<file path="src/rtl/zipo_mem_arbiter_pkg.sv">
// ============================================================================
// Module  : zipo_mem_arbiter_pkg
// Brief   : Shared FSM state and requester ID constants for the memory arbiter.
// Revision: 1.0 - initial release
// ============================================================================
`default_nettype none

package zipo_mem_arbiter_pkg;

    localparam logic [1:0] ZIPO_ARB_IDLE = 2'd0;
    localparam logic [1:0] ZIPO_ARB_WAIT = 2'd1;
    localparam logic [1:0] ZIPO_ARB_RESP = 2'd2;

    localparam logic ZIPO_REQ_FETCH = 1'b0;
    localparam logic ZIPO_REQ_DATA  = 1'b1;

endpackage

`default_nettype wire

</file>
<file path="src/rtl/zipo_arb_pick.sv">
// ============================================================================
// Module  : zipo_arb_pick
// Brief   : Combinational winner select between fetch and data requesters.
// Revision: 1.0 - initial release
// ============================================================================
`default_nettype none

module zipo_arb_pick
    import zipo_mem_arbiter_pkg::*;
(
    input  logic i_fetch_req,
    input  logic i_data_req,
    input  logic i_last_grant,
    output logic o_valid,
    output logic o_grant
);

    always_comb begin
        o_valid = i_fetch_req | i_data_req;
        // On a tie the requester that did not win last time gets the port.
        if (i_fetch_req && i_data_req) begin
            o_grant = (i_last_grant == ZIPO_REQ_FETCH) ? ZIPO_REQ_DATA : ZIPO_REQ_FETCH;
        end else if (i_data_req) begin
            o_grant = ZIPO_REQ_DATA;
        end else begin
            o_grant = ZIPO_REQ_FETCH;
        end
    end

endmodule

`default_nettype wire

</file>
<file path="src/rtl/zipo_mem_arbiter.sv">
// ============================================================================
// Module  : zipo_mem_arbiter
// Brief   : Fetch/data arbiter and fixed-latency sequencer for the 64-bit
//           memory port. Define ZIPO_ARB_ROUND_ROBIN_EN for round-robin ties.
// Revision: 1.0 - initial release
// ============================================================================
`default_nettype none

module zipo_mem_arbiter
    import zipo_mem_arbiter_pkg::*;
#(
    parameter int MEM_LATENCY = 1
) (
    input  logic        clk,
    input  logic        rst,
    input  logic        i_req,
    input  logic [63:0] i_addr,
    output logic [63:0] i_rdata,
    output logic        i_done,
    input  logic        d_req,
    input  logic        d_rw,
    input  logic [63:0] d_addr,
    input  logic [63:0] d_wdata,
    output logic [63:0] d_rdata,
    output logic        d_done,
    output logic        mem_rw,
    output logic [63:0] mem_addr,
    output logic [63:0] mem_write,
    input  logic [63:0] mem_read,
    output logic        busy
);

    localparam logic [3:0] c_cnt_load = 4'(MEM_LATENCY - 1);

    logic [1:0] r_state;
    logic [3:0] r_cnt;
    logic       r_winner;
    logic       w_last_grant;
    logic       w_valid;
    logic       w_grant;

    zipo_arb_pick u_pick (
        .i_fetch_req  (i_req),
        .i_data_req   (d_req),
        .i_last_grant (w_last_grant),
        .o_valid      (w_valid),
        .o_grant      (w_grant)
    );

`ifdef ZIPO_ARB_ROUND_ROBIN_EN
    logic r_last_grant;

    always_ff @(posedge clk or posedge rst) begin
        if (rst) begin
            r_last_grant <= ZIPO_REQ_FETCH;
        end else if (r_state == ZIPO_ARB_IDLE && w_valid) begin
            r_last_grant <= w_grant;
        end
    end

    assign w_last_grant = r_last_grant;
`else
    // A constant fetch last-grant makes every tie resolve to data.
    assign w_last_grant = ZIPO_REQ_FETCH;
`endif

    assign busy = (r_state == ZIPO_ARB_WAIT) || (r_state == ZIPO_ARB_RESP);

    always_ff @(posedge clk or posedge rst) begin
        if (rst) begin
            r_state   <= ZIPO_ARB_IDLE;
            r_cnt     <= 4'd0;
            r_winner  <= ZIPO_REQ_FETCH;
            mem_rw    <= 1'b0;
            mem_addr  <= 64'd0;
            mem_write <= 64'd0;
            i_rdata   <= 64'd0;
            d_rdata   <= 64'd0;
            i_done    <= 1'b0;
            d_done    <= 1'b0;
        end else begin
            i_done <= 1'b0;
            d_done <= 1'b0;
            case (r_state)
                ZIPO_ARB_IDLE: begin
                    if (w_valid) begin
                        r_winner <= w_grant;
                        r_cnt    <= c_cnt_load;
                        r_state  <= ZIPO_ARB_WAIT;
                        if (w_grant == ZIPO_REQ_DATA) begin
                            mem_addr  <= d_addr;
                            mem_rw    <= d_rw;
                            mem_write <= d_wdata;
                        end else begin
                            mem_addr <= i_addr;
                            mem_rw   <= 1'b0;
                        end
                    end
                end
                ZIPO_ARB_WAIT: begin
                    if (r_cnt == 4'd0) begin
                        if (r_winner == ZIPO_REQ_FETCH) begin
                            i_rdata <= mem_read;
                            i_done  <= 1'b1;
                        end else begin
                            // Writes leave the load data register untouched.
                            if (!mem_rw) begin
                                d_rdata <= mem_read;
                            end
                            d_done <= 1'b1;
                        end
                        mem_rw  <= 1'b0;
                        r_state <= ZIPO_ARB_RESP;
                    end else begin
                        r_cnt <= r_cnt - 4'd1;
                    end
                end
                ZIPO_ARB_RESP: begin
                    r_state <= ZIPO_ARB_IDLE;
                end
                default: begin
                    r_state <= ZIPO_ARB_IDLE;
                end
            endcase
        end
    end

endmodule

`default_nettype wire
</file>
<file path="config.mk">
export PLATFORM = sky130hd
export DESIGN_NAME = zipo_mem_arbiter
export DESIGN_NICKNAME = d
export VERILOG_FILES = /design/src/rtl/zipo_mem_arbiter_pkg.sv /design/src/rtl/zipo_arb_pick.sv /design/src/rtl/zipo_mem_arbiter.sv
export SDC_FILE = /design/constraint.sdc
export NUM_CORES = 1
export LEC_CHECK = 0
export ABC_AREA = 1
export BUFFER_PORTS_ARGS = -buffer_cell sky130_fd_sc_hd__buf_2
export CAP_MARGIN = 25
export CORE_AREA = 2 2 200 202
export DETAILED_ROUTE_END_ITERATION = 6
export DIE_AREA = 0 0 202 204
export SLEW_MARGIN = 20
export SYNTH_ARGS = -nofsm -noshare
export SYNTH_HDL_FRONTEND = slang
export SYNTH_HIERARCHICAL = 1
export SYNTH_SLANG_ARGS = --single-unit
</file>
<file path="constraint.sdc">
create_clock -name clk -period 11.41 [get_ports clk]
set_input_delay 0.5705 -clock clk [delete_from_list [all_inputs] [get_ports clk]]
set_output_delay 0.5705 -clock clk [all_outputs]
set_load 0.02 [all_outputs]
</file>
Yosys cells after proc, flatten, opt, wreduce, memory -nomap -nowiden:

Cells that the tools add are included.

* register bits after elaboration: 266
* bits of input ports: 261
* word-level logic and storage cells: 50

* add/subtract/negate cells: 1
* equal/unequal tests: 5
* muxes and demuxes: 19
* bitwise operators: 3
* reduce and logical (&&, ||, !) cells: 12

Operators with widths (number)
* $mux W64: 1
* $reduce_and A3 Y1: 4
* $mux W1: 11
* $mux W4: 2
* $pmux W4 S2: 1
* $logic_not A4 Y1: 1
* $mux W2: 2
* $ne A2 B1 Y1 const B: 2
* $pmux W2 S2: 1
* $reduce_and A2 Y1: 2
* $reduce_and A4 Y1: 1
* $sub A4 B1 Y4 const B: 1
* $eq A2 B1 Y1 const B: 1
* $eq A2 B2 Y1 const B: 1
* $logic_not A2 Y1: 1
* $ne A2 B2 Y1 const B: 1
* $not A1 Y1: 2
* $pmux W1 S2: 1
* $reduce_bool A2 Y1: 1
* $logic_and A1 B1 Y1: 1
* $logic_or A1 B1 Y1: 1
* $or A1 B1 Y1: 1

Logic depth before layout (Yosys ltp):

* word-level depth: 5
* mapped depth: 9
* mapped depth without buffers: 8

Modules after synthesis:

Netlist, hierarchy kept.

Modules (own cells, without submodules)
* zipo_mem_arbiter: times used 1, cells an instance 1244, area each 10920.5 µm², sequential area each 6656.4 µm²
* zipo_arb_pick: times used 1, cells an instance 3, area each 15.0 µm², sequential area each 0.0 µm²

Worst setup path before layout:

OpenSTA, ideal clock, no wires.

* path type: input port to flip-flop
* from: in d_req
* to: reg mem_addr[16]
* library setup time: 77 ps
* data arrival time: 1505 ps
* required time: 11333 ps
* setup slack: 9828 ps
* cell stages on the path: 6
* path through: or2_1 nand2_1 buf_2 buf_1 a21oi_1 a21oi_1

* longest elaborated chain between the ends: 3
* elaborated cells between the ends (all ways): 6
* those cells by class: 3 x mux; 1 x bitwise; 2 x reduce/logical

Ends and longest elaborated chain
* start, declared: RTL line zipo_mem_arbiter.sv:20 `input logic d_req,`
* $mux W1 or $logic_and A1 B1 Y1 (tied branches): RTL line zipo_arb_pick.sv:23, zipo_arb_pick.sv:21
* $mux W1: RTL line zipo_arb_pick.sv:21 `if (i_fetch_req && i_data_req) begin`
* $mux W64: RTL line zipo_mem_arbiter.sv:90 `if (w_grant == ZIPO_REQ_DATA) begin`
* end signal, assigned: RTL line zipo_mem_arbiter.sv:91 `mem_addr <= d_addr;`
* end signal, assigned: RTL line zipo_mem_arbiter.sv:95 `mem_addr <= i_addr;`
* end, declared: RTL line zipo_mem_arbiter.sv:27 `output logic [63:0] mem_addr,`

Several ways; a longest one is shown, not always the timed one.
A chain may end at the register's enable or synchronous reset.

Final worst setup path:

* from: in d_req
* to: reg mem_write[9]

* longest elaborated chain between the ends: 3
* elaborated cells between the ends (all ways): 5
* those cells by class: 2 x mux; 1 x bitwise; 2 x reduce/logical

Ends and longest elaborated chain
* $mux W1 or $logic_and A1 B1 Y1 (tied branches): RTL line zipo_arb_pick.sv:23, zipo_arb_pick.sv:21
* $mux W1 (*): RTL line zipo_arb_pick.sv:21
* net w_grant: RTL line zipo_mem_arbiter.sv:40 `logic w_grant;`
* $reduce_and A3 Y1 (no source line) (*)
* end signal, assigned: RTL line zipo_mem_arbiter.sv:93 `mem_write <= d_wdata;`
* end, declared: RTL line zipo_mem_arbiter.sv:28 `output logic [63:0] mem_write,`

The timed path passes the listed nets; every way through them passes the cells marked *.

==> run metrics <==
outcome finished clean; CP endpoint kind flop; critical path required time 11.84 ns; CTS Buf Count 29; top cells by count, synth 538 x nand2_1, 266 x dfrtp_1, 131 x nand3_1; dominant cells by area after synthesis dfrtp_1 61%, nand2_1 18%, nand3_1 6.0%; share of cells above drive strength 1 0.341; Global Route Usage Sum 0.174; unrepaired setup endpoints after global routing no; compound-cell area share of the yosys netlist 0.0604; ys flop type dfrtp_1; # setup viols final 0; Worst R2R Path Depth 9; Seq cells post-synth 266; main combinational cell family by area after synthesis simple AND/OR/NAND/NOR gates; Max-slew headroom 0.393; HP Class in2async; FP Rows 73; final hold vios 0; Layout Nets 1993; initial antenna violation count 4; worst-path fanout max 82; Post-synth EDFFs 0; CTS resizes 0; placer congestion estimate 0.859; FMAX 0.326 GHz; Tcrit/Tclk final 0.269; Distinct cells, synth 21; CORE AREA 39200 um^2; port buffer count 520; Crit-path slowest cell buf_4; syn_area_per_cell 8.77 um^2; clock transition at the registers of the reported paths 0.06 ns; DR WL/cell 16.2 um; gr ovfl total 0; Layout area overhead 36.0%; Synth Area in Adders 0.00458; Slew Viols, Final 0; synthesized area 10900 um^2; Post-Synth Simple-Gate Area 0.272; Max H-tree Level 1; Cell Chain, Critical Path buf_2 > inv_1 > a21oi_4 > buf_4 > buf_4 > nand2_4 > nand2_1 > nand2_1; area of the multi-input gates 3730 um^2; Initial Util 0.279; die area 41200 um^2; Die H 204 um; Mapped Cells 1247; Synth Area in XOR/XNOR 0.000801; Total Routed Length 37000 um; register area 6660 um^2; area leader, netlist dfrtp_1; Synth top area share 0.609; reg2reg start r_cnt[0]; Ports 521; MaxCap Viol Count 0; Core Util, Final 0.380; die width 202 um; fin crit period 3.06 ns; Worst Setup Start Kind input pin; Post-CTS Setup Bufs 0; pwr dens 319 nW/um^2; Clk Latency, worst-skew pair 0.56 ns; overall power 4.74 mW; DRC Markers 0; post-synthesis mux area share 0; Initial DRT Pass Iterations 5; Routed Antenna Nets 0; worst reg2reg path endpoint d_rdata[17]; DR vias/cell 4.57; worst-margin pin slew 0.910 ns; post-cts hold buffer count 0; setup TNS 0 ns; initial drt markers 617; setup slack, reg-to-reg 8.78 ns; Leakage 8.17 nW; largest net degree at the start of global routing 116; total vias in the final route 10400; Max IR drop VDD 0.126 mV; clk buf depth 3; post-synthesis sequential area ratio 0.609; clock sinks 266; HPWL Detailed 25900 um; syn nets 1512; Async SR Flop Fraction 1.00; first-pass GRT wire length 57600 um; CTS tree yes; CTS Root Cell clkbuf_16; vias in the first global route 10400; slowest cell delay on critical path 0.71 ns; fill cell count 4067; Synth warnings 6; critical path arrival 3.49 ns; count leader, synth nand2_1; Worst Path Class, Setup in2reg; clk_skew 0.0115 ns
==> area by class of cell <==
cell class,count,share of cell area
clock buffers,34,0.0521
inverters,17,0.00496
multi-input cells,881,0.251
diodes,1,0.000168
clock inverters,20,0.0166
flip-flops and latches,266,0.448
well taps,525,0.0442
repair buffers,533,0.184
==> registers in the layout, summed over array words and instances, names as in the netlist <==
name       flops
r_state        2
i_done         1
d_done         1
mem_write     64
mem_addr      64
r_cnt          4
mem_rw         1
r_winner       1
i_rdata       64
d_rdata       64
==> metal layers <==
layer  vias up  wire [um]  global-route usage
li1       4944          -                   -
met1      4932      14500               0.210
met2       444      18200               0.302
met3        69       3130              0.0445
met4         6       1030              0.0544
met5         -         35                   0
==> power by group <==
group          leakage [nW]  total (mW)  switching, mW  internal [mW]
Combinational          4.46        2.09           1.47          0.626
Sequential             3.22        1.65          0.248           1.40
Clock                 0.497       0.998          0.397          0.600
==> cells by family after synthesis <==
| logic type | Yosys count |
|---|---|
| AOI/OAI and AO/OA | 132 |
| xor gates and xnor gates | 1 |
| adders and majority gates | 4 |
| buffers and inverters | 100 |
| DFF | 266 |
| other | 1 |
| and+or+nand+nor | 743 |
==> stage by stage <==
step           cells  hold WS (ns)  setup WS [ns]  area [um^2]
2_1_floorplan   1247         0.442           3.51        10900
3_3_place_gp    2220         0.447           7.61        13800
3_5_place_dp    2221         0.453           7.86        13800
4_1_cts         2275         0.197           8.44        14800
5_1_grt         2277         0.207           8.17        14900
6_report        2277         0.161           8.35        14900
==> critical path, delay by kind of cell <==
family          cells  cell delay [ns]
compound gates      1             0.61
simple gates        3             0.96
buf+inv             4             1.23
==> worst max path at each step <==
stage          start           end
2_1_floorplan    rst        d_done
3_3_place_gp   d_req  mem_write[9]
3_5_place_dp   d_req  mem_write[9]
4_1_cts        d_req  mem_write[9]
5_1_grt        d_req  mem_write[9]
6_report       d_req  mem_write[9]
==> cell usage in the layout, fill, tap and decap left out, types with 5 or more instances in the layout <==
cell | netlist | final
a21oi_1 | 129 | 128
clkbuf_16 | 0 | 29
nand2_1 | 538 | 536
buf_4 | 1 | 10
dfrtp_1 | 266 | 266
buf_2 | 48 | 520
nor2_1 | 67 | 66
inv_1 | 13 | 12
bufinv_16 | 0 | 5
clkinv_2 | 0 | 8
nand3_1 | 131 | 131
No activity file was read; power rests on OpenSTA's default activity.
